`src/rtl/spi_slave_word.sv`:
```
// SPI slave moving WIDTH-bit words full-duplex in any of the four SPI modes.
// The pins are oversampled in the clk domain. Received words come out as
// a one-cycle strobe. Transmit words go through a one-deep holding register.
module spi_slave_word #(
    parameter int WIDTH       = 8,
    parameter int CPOL        = 0,
    parameter int CPHA        = 0,
    parameter int MSB_FIRST   = 1,
    parameter int SYNC_STAGES = 2
) (
    input  logic             clk,
    input  logic             reset,
    input  logic             spi_sclk,
    input  logic             spi_cs_n,
    input  logic             spi_mosi,
    output logic             spi_miso,
    output logic             miso_oe,
    input  logic [WIDTH-1:0] tx_data,
    input  logic             tx_load,
    output logic             tx_ready,
    output logic [WIDTH-1:0] rx_data,
    output logic             rx_valid,
    output logic             underrun,
    output logic             frame_abort,
    output logic             busy
);
    localparam int   CW     = (WIDTH > 2) ? $clog2(WIDTH) : 1;
    localparam logic IDLE_L = (CPOL != 0);
    localparam logic [CW-1:0] LAST = CW'(WIDTH - 1);

    typedef enum logic {IDLE, SHIFT} state_t;

    state_t state_q, state_d;

    logic [SYNC_STAGES-1:0] sclk_sync_q, cs_sync_q, mosi_sync_q;
    logic sclk_dly_q, cs_dly_q;

    logic [CW-1:0]    cnt_q, cnt_d;
    logic [WIDTH-1:0] tx_sh_q, tx_sh_d, rx_sh_q, rx_sh_d;
    logic [WIDTH-1:0] rx_data_q, rx_data_d, hold_q, hold_d;
    logic full_q, full_d, fresh_q, fresh_d;
    logic miso_q, miso_d, oe_q, oe_d;
    logic rxv_q, rxv_d, und_q, und_d, abt_q, abt_d;

    logic sclk_s, cs_s, mosi_s;
    logic lead_e, trail_e, sample_e, launch_e, cs_fall, cs_rise;
    logic reload;
    logic [WIDTH-1:0] tx_src, tx_shifted, rx_shifted;

    function automatic logic first_bit(input logic [WIDTH-1:0] w);
        return (MSB_FIRST != 0) ? w[WIDTH-1] : w[0];
    endfunction

    function automatic logic [WIDTH-1:0] advance(input logic [WIDTH-1:0] w);
        return (MSB_FIRST != 0) ? {w[WIDTH-2:0], 1'b0} : {1'b0, w[WIDTH-1:1]};
    endfunction

    // Pin synchronisers plus a one-cycle delayed copy for edge detection.
    // The CS_N chain resets low, so after reset a held-low CS_N does not look
    // like a falling edge. A new frame then needs CS_N to go high and low again.
    always_ff @(posedge clk or posedge reset) begin
        if (reset) begin
            sclk_sync_q <= {SYNC_STAGES{IDLE_L}};
            cs_sync_q   <= '0;
            mosi_sync_q <= '0;
            sclk_dly_q  <= IDLE_L;
            cs_dly_q    <= 1'b0;
        end else begin
            sclk_sync_q <= {sclk_sync_q[SYNC_STAGES-2:0], spi_sclk};
            cs_sync_q   <= {cs_sync_q[SYNC_STAGES-2:0], spi_cs_n};
            mosi_sync_q <= {mosi_sync_q[SYNC_STAGES-2:0], spi_mosi};
            sclk_dly_q  <= sclk_sync_q[SYNC_STAGES-1];
            cs_dly_q    <= cs_sync_q[SYNC_STAGES-1];
        end
    end

    assign sclk_s   = sclk_sync_q[SYNC_STAGES-1];
    assign cs_s     = cs_sync_q[SYNC_STAGES-1];
    assign mosi_s   = mosi_sync_q[SYNC_STAGES-1];
    assign lead_e   = (sclk_s != IDLE_L) && (sclk_dly_q == IDLE_L);
    assign trail_e  = (sclk_s == IDLE_L) && (sclk_dly_q != IDLE_L);
    assign sample_e = (CPHA != 0) ? trail_e : lead_e;
    assign launch_e = (CPHA != 0) ? lead_e : trail_e;
    assign cs_fall  = !cs_s && cs_dly_q;
    assign cs_rise  = cs_s && !cs_dly_q;

    assign tx_src     = full_q ? hold_q : '0;
    assign tx_shifted = advance(tx_sh_q);
    assign rx_shifted = (MSB_FIRST != 0) ? {rx_sh_q[WIDTH-2:0], mosi_s}
                                         : {mosi_s, rx_sh_q[WIDTH-1:1]};

    // State register.
    always_ff @(posedge clk or posedge reset) begin
        if (reset) state_q <= IDLE;
        else       state_q <= state_d;
    end

    // Next state: the frame is bounded by synced CS_N edges.
    always_comb begin
        state_d = state_q;
        case (state_q)
            IDLE:    if (cs_fall) state_d = SHIFT;
            SHIFT:   if (cs_rise) state_d = IDLE;
            default: state_d = IDLE;
        endcase
    end

    // Datapath and output next-state values: shifting, reloads, handshake and strobes.
    always_comb begin
        cnt_d     = cnt_q;
        tx_sh_d   = tx_sh_q;
        rx_sh_d   = rx_sh_q;
        rx_data_d = rx_data_q;
        hold_d    = hold_q;
        full_d    = full_q;
        fresh_d   = fresh_q;
        miso_d    = miso_q;
        oe_d      = oe_q;
        rxv_d     = 1'b0;
        und_d     = 1'b0;
        abt_d     = 1'b0;
        reload    = 1'b0;

        if (state_q == IDLE) begin
            if (cs_fall) begin
                reload  = 1'b1;
                cnt_d   = '0;
                rx_sh_d = '0;
                oe_d    = 1'b1;
                miso_d  = first_bit(tx_src);
            end
        end else begin
            if (sample_e) begin
                rx_sh_d = rx_shifted;
                if (cnt_q == LAST) begin
                    rx_data_d = rx_shifted;
                    rxv_d     = 1'b1;
                    cnt_d     = '0;
                    // A word finishing as CS_N rises must not consume the holding reg.
                    reload    = !cs_rise;
                end else begin
                    cnt_d = cnt_q + 1'b1;
                end
            end
            // The first launch after a (re)load drives the first bit without shifting.
            if (launch_e) begin
                if (fresh_q) begin
                    miso_d  = first_bit(tx_sh_q);
                    fresh_d = 1'b0;
                end else begin
                    tx_sh_d = tx_shifted;
                    miso_d  = first_bit(tx_shifted);
                end
            end
            if (cs_rise) begin
                oe_d   = 1'b0;
                miso_d = 1'b0;
                abt_d  = (cnt_d != '0);
            end
        end

        if (reload) begin
            tx_sh_d = tx_src;
            und_d   = !full_q;
            full_d  = 1'b0;
            // On entry in CPHA=0 the first bit is already on the pin.
            fresh_d = (state_q == SHIFT) || (CPHA != 0);
        end

        if (tx_load && !full_q) begin
            hold_d = tx_data;
            full_d = 1'b1;
        end
    end

    // Datapath and output registers.
    always_ff @(posedge clk or posedge reset) begin
        if (reset) begin
            cnt_q     <= '0;
            tx_sh_q   <= '0;
            rx_sh_q   <= '0;
            rx_data_q <= '0;
            hold_q    <= '0;
            full_q    <= 1'b0;
            fresh_q   <= 1'b0;
            miso_q    <= 1'b0;
            oe_q      <= 1'b0;
            rxv_q     <= 1'b0;
            und_q     <= 1'b0;
            abt_q     <= 1'b0;
        end else begin
            cnt_q     <= cnt_d;
            tx_sh_q   <= tx_sh_d;
            rx_sh_q   <= rx_sh_d;
            rx_data_q <= rx_data_d;
            hold_q    <= hold_d;
            full_q    <= full_d;
            fresh_q   <= fresh_d;
            miso_q    <= miso_d;
            oe_q      <= oe_d;
            rxv_q     <= rxv_d;
            und_q     <= und_d;
            abt_q     <= abt_d;
        end
    end

    assign spi_miso    = miso_q;
    assign miso_oe     = oe_q;
    assign tx_ready    = !full_q;
    assign rx_data     = rx_data_q;
    assign rx_valid    = rxv_q;
    assign underrun    = und_q;
    assign frame_abort = abt_q;
    assign busy        = (state_q == SHIFT);
endmodule

```
`config.mk`:
```
export PLATFORM = sky130hd
export DESIGN_NAME = spi_slave_word
export DESIGN_NICKNAME = d
export VERILOG_FILES = /design/src/rtl/spi_slave_word.sv
export SDC_FILE = /design/constraint.sdc
export NUM_CORES = 1
export LEC_CHECK = 0
export ABC_AREA = 1
export CAP_MARGIN = 10
export CORE_ASPECT_RATIO = 0.7
export CORE_MARGIN = 5
export CORE_UTILIZATION = 40
export CTS_BUF_LIST = sky130_fd_sc_hd__clkbuf_8 sky130_fd_sc_hd__clkbuf_16
export CTS_CLUSTER_SIZE = 14
export DETAILED_ROUTE_END_ITERATION = 10
export PLACE_DENSITY = 0.58
export RECOVER_POWER = 100
export SYNTH_ARGS = -nofsm -noshare
export SYNTH_HDL_FRONTEND = slang
export SYNTH_SLANG_ARGS = --single-unit
```
`constraint.sdc`:
```
create_clock -name clk -period 3 [get_ports clk]
set_clock_uncertainty 0.15 [all_clocks]
set_input_delay 0.6 -clock clk [delete_from_list [all_inputs] [get_ports clk]]
set_output_delay 0.6 -clock clk [all_outputs]
set_load 0.05 [all_outputs]
```
## After elaboration in Yosys (flattened, before gate mapping)

Index checks and enable logic that the tools add are counted.

| word-level totals | value |
|---|---|
| register bits after elaboration | 50 |
| input bits | 14 |
| output and inout port bits | 15 |
| word-level logic and storage cells | 85 |

| cells by class | value |
|---|---|
| $add $sub $neg | 1 |
| equal/unequal tests | 5 |
| muxes and demuxes | 38 |
| bitwise logic cells | 3 |
| reduce and logical (&&, ||, !) cells | 20 |

Operators with widths:

| operator | count |
|---|---|
| $mux W8 | 5 |
| $mux W1 | 24 |
| $mux W7 | 3 |
| $mux W3 | 5 |
| $reduce_and A2 Y1 | 4 |
| $reduce_bool A2 Y1 | 4 |
| $ne A2 B1 Y1 const B | 3 |
| $reduce_and A3 Y1 | 2 |
| $logic_and A1 B1 Y1 | 5 |
| $logic_not A1 Y1 | 4 |
| $add A3 B1 Y3 const B | 1 |
| $eq A3 B3 Y1 const B | 1 |
| $ne A3 B1 Y1 const B | 1 |
| $not A1 Y1 | 3 |
| $reduce_bool A3 Y1 | 1 |
| $pmux W1 S2 | 1 |

## Depth between registers and ports, before layout

Gate-level depths: netlist (run 1).

| depth | value |
|---|---|
| depth in word-level cells | 8 |
| depth in mapped cells | 9 |
| mapped depth without buffers | 9 |

## Least setup slack after synthesis (run 1)

No wires, ideal clock.

| timing | value |
|---|---|
| path type | register to register |
| start point | register state_q, in the netlist busy |
| end point | register rx_data_q[0], in the netlist rx_data[0] |
| setup time | 0.127 ns |
| arrival | 1.374 ns |
| slack | 1.349 ns |
| cell stages (with the launch flop) | 8 |
| buffers on the path | 2 |
| period minus slack after synthesis | 1.651 ns |
| cell sequence | dfrtp_1 inv_1 buf_6 nor2_4 inv_1 buf_6 nand2_1 o21ai_0 |

| on the way | value |
|---|---|
| longest elaborated chain between the ends | 1 |

RTL lines:

| element | RTL line | source |
|---|---|---|
| start, declared | 33 | `state_t state_q, state_d;` |
| start signal, assigned | 95 | `else state_q <= state_d;` |
| $reduce_and A3 Y1 (no line) | n/a |  |
| end signal, assigned | 195 | `rx_data_q <= rx_data_d;` |
| end, declared | 40 | `logic [WIDTH-1:0] rx_data_q, rx_data_d, hold_q, hold_d;` |

No other way between the ends.
A chain may end at the register's enable or synchronous reset.

## Worst setup path after layout (run 1)

| timing | value |
|---|---|
| start point | register full_q |
| end point | output port tx_ready |

| on the way | value |
|---|---|
| longest elaborated chain between the ends | 1 |

RTL lines:

| element | RTL line | source |
|---|---|---|
| start, declared | 41 | `logic full_q, full_d, fresh_q, fresh_d;` |
| start signal, assigned | 197 | `full_q <= full_d;` |
| $logic_not A1 Y1 | 209 | `assign tx_ready = !full_q;` |
| end, declared | 20 | `output logic tx_ready,` |

No other way between the ends.

==> impl_metrics.ini, run 1 <==
[run_status]
status = complete, no violations

[critical_path]
path_max_fanout = 10
path_class = flip-flop to output port
cp.arrival_ns = 1.77
cp_cell_sequence = inv_1, dlygate4sd3_1
cpPeakStageDelay_ns = 0.87
slowest_stage = dlygate4sd3_1
crit_path_end_kind = output port
worstSetupStartpointType = flip-flop
crit_required_ns = 2.25

[floorplanning]
dieArea_um2 = 6881
initial_core_util_pct = 40.76
die_y_um = 70.92
coreArea_um2 = 5202
pin_count = 29
num_rows = 22
die_x_um = 97.03

[placed_design]
portBuffers = 28
gp_congestion = 0.7808
dp_hpwl_um = 2712
place_ws_ns = 0.8413
dpl-instance-area_um2 = 2466

[synthesis]
synthArstFlopShare_pct = 100.0
synth_most_common_cell = nand2_1
synth_area_um2 = 2121
synthCells = 213
synth_edf_count = 0
synth.avg_cell_area_um2 = 9.957
synth_largest_area_cell = dfrtp_1
seq_area_frac_synth_pct = 59.00
synth_cell_types = 23
synthTopCellsByArea = dfrtp_1 (59%), nand2_1 (10%), inv_1 (4.4%)
ys_top_cells_by_count = nand2_1 (57), dfrtp_1 (50), inv_1 (25)
syn_nets = 229
ys_ff_latch = 50
synth_top_area_share_pct = 59.00
yosysWarnings = 0
synth_ff_type = dfrtp_1

[flow_run]
maxCapViolations = 0

[route]
drt-total-wl_um = 3886
firstDrtPassIters = 4
wire_per_inst_um = 12.22
vias = 1434
viasPerCell = 4.509
drc = 0
drtAntennaViolNets = 0
drtIter0Drc = 131

[timing]
setup_slack_ns = 0.4761
max-slew-margin-rel_pct = 24.63
holdWs_ns = 0.2053
hold_violations = 0
report.final.slew_viol_count = 0
tightest_slew_ns = 1.119
clock.fmax_mhz = 396.2
rsz0062_at_grt = no
setup-tns-final_ns = 0
period_share_pct = 84.13
finalSetupViolations = 0
min_period_ns = 2.524

[cells_and_area]
diodes = 0
fillers = 500
fin_nets = 261
drive_above_1_share_pct = 10.57
syn2layout_area_growth_pct = 18.29
multiInputGateArea_um2 = 676.9
final-seq-area_um2 = 1251
post-route-cell-area_um2 = 2509

[clocking]
clk_latency_ns = 0.30
cts-htree-levels = 2
ctsResizeCount = 0
cts_hold_buf = 0
cts.sinks = 50
cts_inserted_buffers = 5
cts_tree = built
cts_root_buffer = clkbuf_8
clk_pin_slew_ns = 0.09
cts_max_path_buffers = 2
cts_setup_buffers = 0

[global_route]
grt_usage_pct = 12.30
antenna_found_initial = 0
grt_start_max_net_pins = 27
grt_pass1_wl_um = 6803
grt.overflow.total = 0
grt_pass1_vias = 1377

[pwr]
total_leakage_power_uw = 0.001285
power.density_nw_per_um2 = 732.2
peakVddDrop_uv = 341.7

[hold_path]
hold_path.class = flip-flop to flip-flop
## registers in the layout, summed over array words and instances, names as in the netlist, 2 cells and up
signal       flops
tx_sh_q          8
cs_sync_q        2
rx_sh_q          7
mosi_sync_q      2
cnt_q            3
rx_data          8
sclk_sync_q      2
hold_q           8
## layout make-up
class / count / area share (%)
Clock buffer: 5 / 2.743
Timing Repair Buffer: 30 / 11.62
Sequential cell: 50 / 49.88
Multi-Input combinational cell: 129 / 26.98
Clock inverter: 3 / 0.8479
Tap cell: 72 / 3.591
Inverter: 29 / 4.339
## layout by cell type (no fill, tap or decap), types with 3 or more instances in the layout
| cell | n |
|---|---|
| a21oi_1 | 3 |
| nand3_1 | 17 |
| inv_2 | 4 |
| dfrtp_1 | 50 |
| inv_1 | 25 |
| dlygate4sd3_1 | 20 |
| mux2_2 | 8 |
| nor2_1 | 6 |
| clkbuf_8 | 5 |
| nand2_1 | 60 |
| o21ai_0 | 17 |
| clkdlybuf4s50_1 | 8 |
| o22ai_1 | 10 |
## kinds of logic (layout without fill, tap and decap cells)
family | after synthesis | after routing | synth area share, %
DFF | 50 | 50 | 59.00
AOI/OAI and AO/OA | 33 | 33 | 10.03
buffers and inverters | 34 | 67 | 7.021
adders and majority gates | 2 | 2 | 1.180
and+or+nand+nor | 86 | 86 | 18.53
muxes | 8 | 8 | 4.248
## critical path: cells and delay by family (launching register included)
family,cells,cell delay (ns)
buffers and inverters,2,0.99
flip-flops,1,0.48
## stage by stage
stage	std cells	utilization, %	total power, uW
global route	318	48.22	1961
global placement	310	47.40	1483
finish	318	48.22	1837
CTS	318	49.13	1883
floorplan	213	-	1339
detailed placement	310	47.40	1487
## power breakdown
group          internal (uW)  total, uW  switching (uW)
Combinational            206        520             314
Sequential               827        928             101
Clock                    164        389             225
## final timing paths
kind,from,endpoint,slack [ns],depth (start not counted)
max in group asynchronous,reset,hold_q[4],1.08,3
min in group asynchronous,reset,mosi_sync_q[0],0.54,2
max,full_q,tx_ready,0.48,2
max reg2reg,cnt_q[0],fresh_q,0.58,7
min,sclk_sync_q[0],sclk_sync_q[1],0.21,0
min reg2reg,sclk_sync_q[0],sclk_sync_q[1],0.21,0
## per-layer routing
metal	up-vias	global-route usage [%]	routed length (um)
li1	746	-	-
met2	27	14.60	1429
met4	0	5.140	40
met1	659	20.16	2286
met3	2	3.251	129
met5	-	0	0
Power figures use the tool's default switching activity.
==> run 2: changes to the inputs <==
Clock period 3 ns to 2.4 ns, I/O delays scaled along.
==> run 2 against run 1 <==
Against the previous run: combinational power increased by 24%; setup slack worse by 0.28 ns; non-clock buffer count shrank 1; via count rose by 1.6%; design area up 1.1%; critical path type unchanged; critical endpoint is now busy; largest cell class unchanged; largest power group unchanged; highest routed layer unchanged.
==> impl_metrics.ini, run 2 (synthesized netlist as in run 1, its figures left out) <==
[clocking]
cts-htree-levels = 2
cts.sinks = 50
cts_inserted_buffers = 5
clk_latency_ns = 0.30
ctsResizeCount = 0
clk_pin_slew_ns = 0.09
cts_max_path_buffers = 2
cts_hold_buf = 0
cts_root_buffer = clkbuf_8
cts_setup_buffers = 0
cts_tree = built

[floorplanning]
die_y_um = 70.92
pin_count = 29
dieArea_um2 = 6881
initial_core_util_pct = 40.76
num_rows = 22
die_x_um = 97.03
coreArea_um2 = 5202

[route]
drtIter0Drc = 88
wire_per_inst_um = 12.29
drtAntennaViolNets = 0
drt-total-wl_um = 3896
vias = 1457
viasPerCell = 4.596
drc = 0
firstDrtPassIters = 4

[pwr]
seq_power_share_pct = 48.5
clockPowerShare_pct = 24.5
p_sw_share_pct = 33.47
peakVddDrop_uv = 413.9
power.density_nw_per_um2 = 942.5
p_int_uw = 1591
power_uw = 2392
combPwrFrac_pct = 27.0
total_leakage_power_uw = 0.001300
p_sw_uw = 800.4

[critical_path]
crit_required_ns = 1.77
cp.buffers_inverters = 1
crit_path_end_kind = output port
cp.arrival_ns = 1.57
path_max_fanout = 3
cp_cell_sequence = dlygate4sd3_1
worstSetupStartpointType = flip-flop
path_class = flip-flop to output port
cpPeakStageDelay_ns = 0.89
path_delay_family = buffers and inverters
r2r_slack_ns = 0.32
slowest_stage = dlygate4sd3_1

[timing]
tightest_slew_ns = 1.056
hold_violations = 0
period_share_pct = 91.68
finalSetupViolations = 0
max-slew-margin-rel_pct = 29.11
rsz0062_at_grt = no
report.final.slew_viol_count = 0
clock.fmax_mhz = 454.5
setup-tns-final_ns = 0
min_period_ns = 2.200

[cells_and_area]
final_cell_mix = nand2_1 (60), dfrtp_1 (50), inv_1 (26)
fin_nets = 260
drive_above_1_share_pct = 10.61
diodes = 0
final_common_cell = nand2_1
syn2layout_area_growth_pct = 19.65

[flow_run]
maxCapViolations = 0

[placed_design]
portBuffers = 28
dp_hpwl_um = 2729
gp_congestion = 0.7759

[global_route]
grt_usage_pct = 12.26
grt_pass1_wl_um = 6741
grt.overflow.total = 0
antenna_found_initial = 0
grt_start_max_net_pins = 33
grt_pass1_vias = 1413

[run_status]
status = complete, no violations

[hold_path]
hold_path.class = flip-flop to flip-flop
## run 2: through the flow
stage / cell area (um^2) / hold slack, ns / std cells / utilization, % / worst slack (ns)
floorplan: 2121 / 0.1812 / 213 / - / 0.5688
global placement: 2471 / 0.1836 / 309 / 47.50 / 0.3904
detailed placement: 2471 / 0.1847 / 309 / 47.50 / 0.3651
CTS: 2581 / 0.2061 / 317 / 49.62 / 0.02168
global route: 2537 / 0.2247 / 317 / 48.77 / 0.1257
finish: 2537 / 0.2050 / 317 / 48.77 / 0.1997
## run 2: final timing paths
check / from / to / cells after the start
max in group asynchronous: reset / cnt_q[1] / 3
min: cs_sync_q[0] / cs_sync_q[1] / 0
max reg2reg: cnt_q[0] / tx_sh_q[1] / 9
min in group asynchronous: reset / mosi_sync_q[0] / 2
min reg2reg: cs_sync_q[0] / cs_sync_q[1] / 0
max: busy / busy / 1
## run 2: area by class of cell
type	instances	area, um^2
clock buffer	5	68.82
tap	72	90.09
clock inverter	3	41.29
multi-input combinational	129	683.2
inverter	29	108.9
sequential	50	1251
timing repair buffer	29	294.0
fill	490	2665
## run 2: power by group through the flow
| stage | logic, uW | clock network [uW] | registers [uW] |
|---|---|---|---|
| after detailed placement | 682 | 0 | 1180 |
| after global routing | 732 | 634 | 1190 |
| after global placement | 682 | 0 | 1170 |
| after floorplan | 472 | 0 | 1200 |
| after CTS | 684 | 607 | 1160 |
| final | 647 | 585 | 1160 |
## run 2: layer usage
metal | GRT usage (%) | routed length (um) | vias to the layer above
met3 | 3.645 | 159 | 7
met2 | 15.29 | 1470 | 26
met4 | 6.542 | 88 | 0
met1 | 18.63 | 2178 | 674
met5 | 0 | 0 | -
li1 | - | - | 750
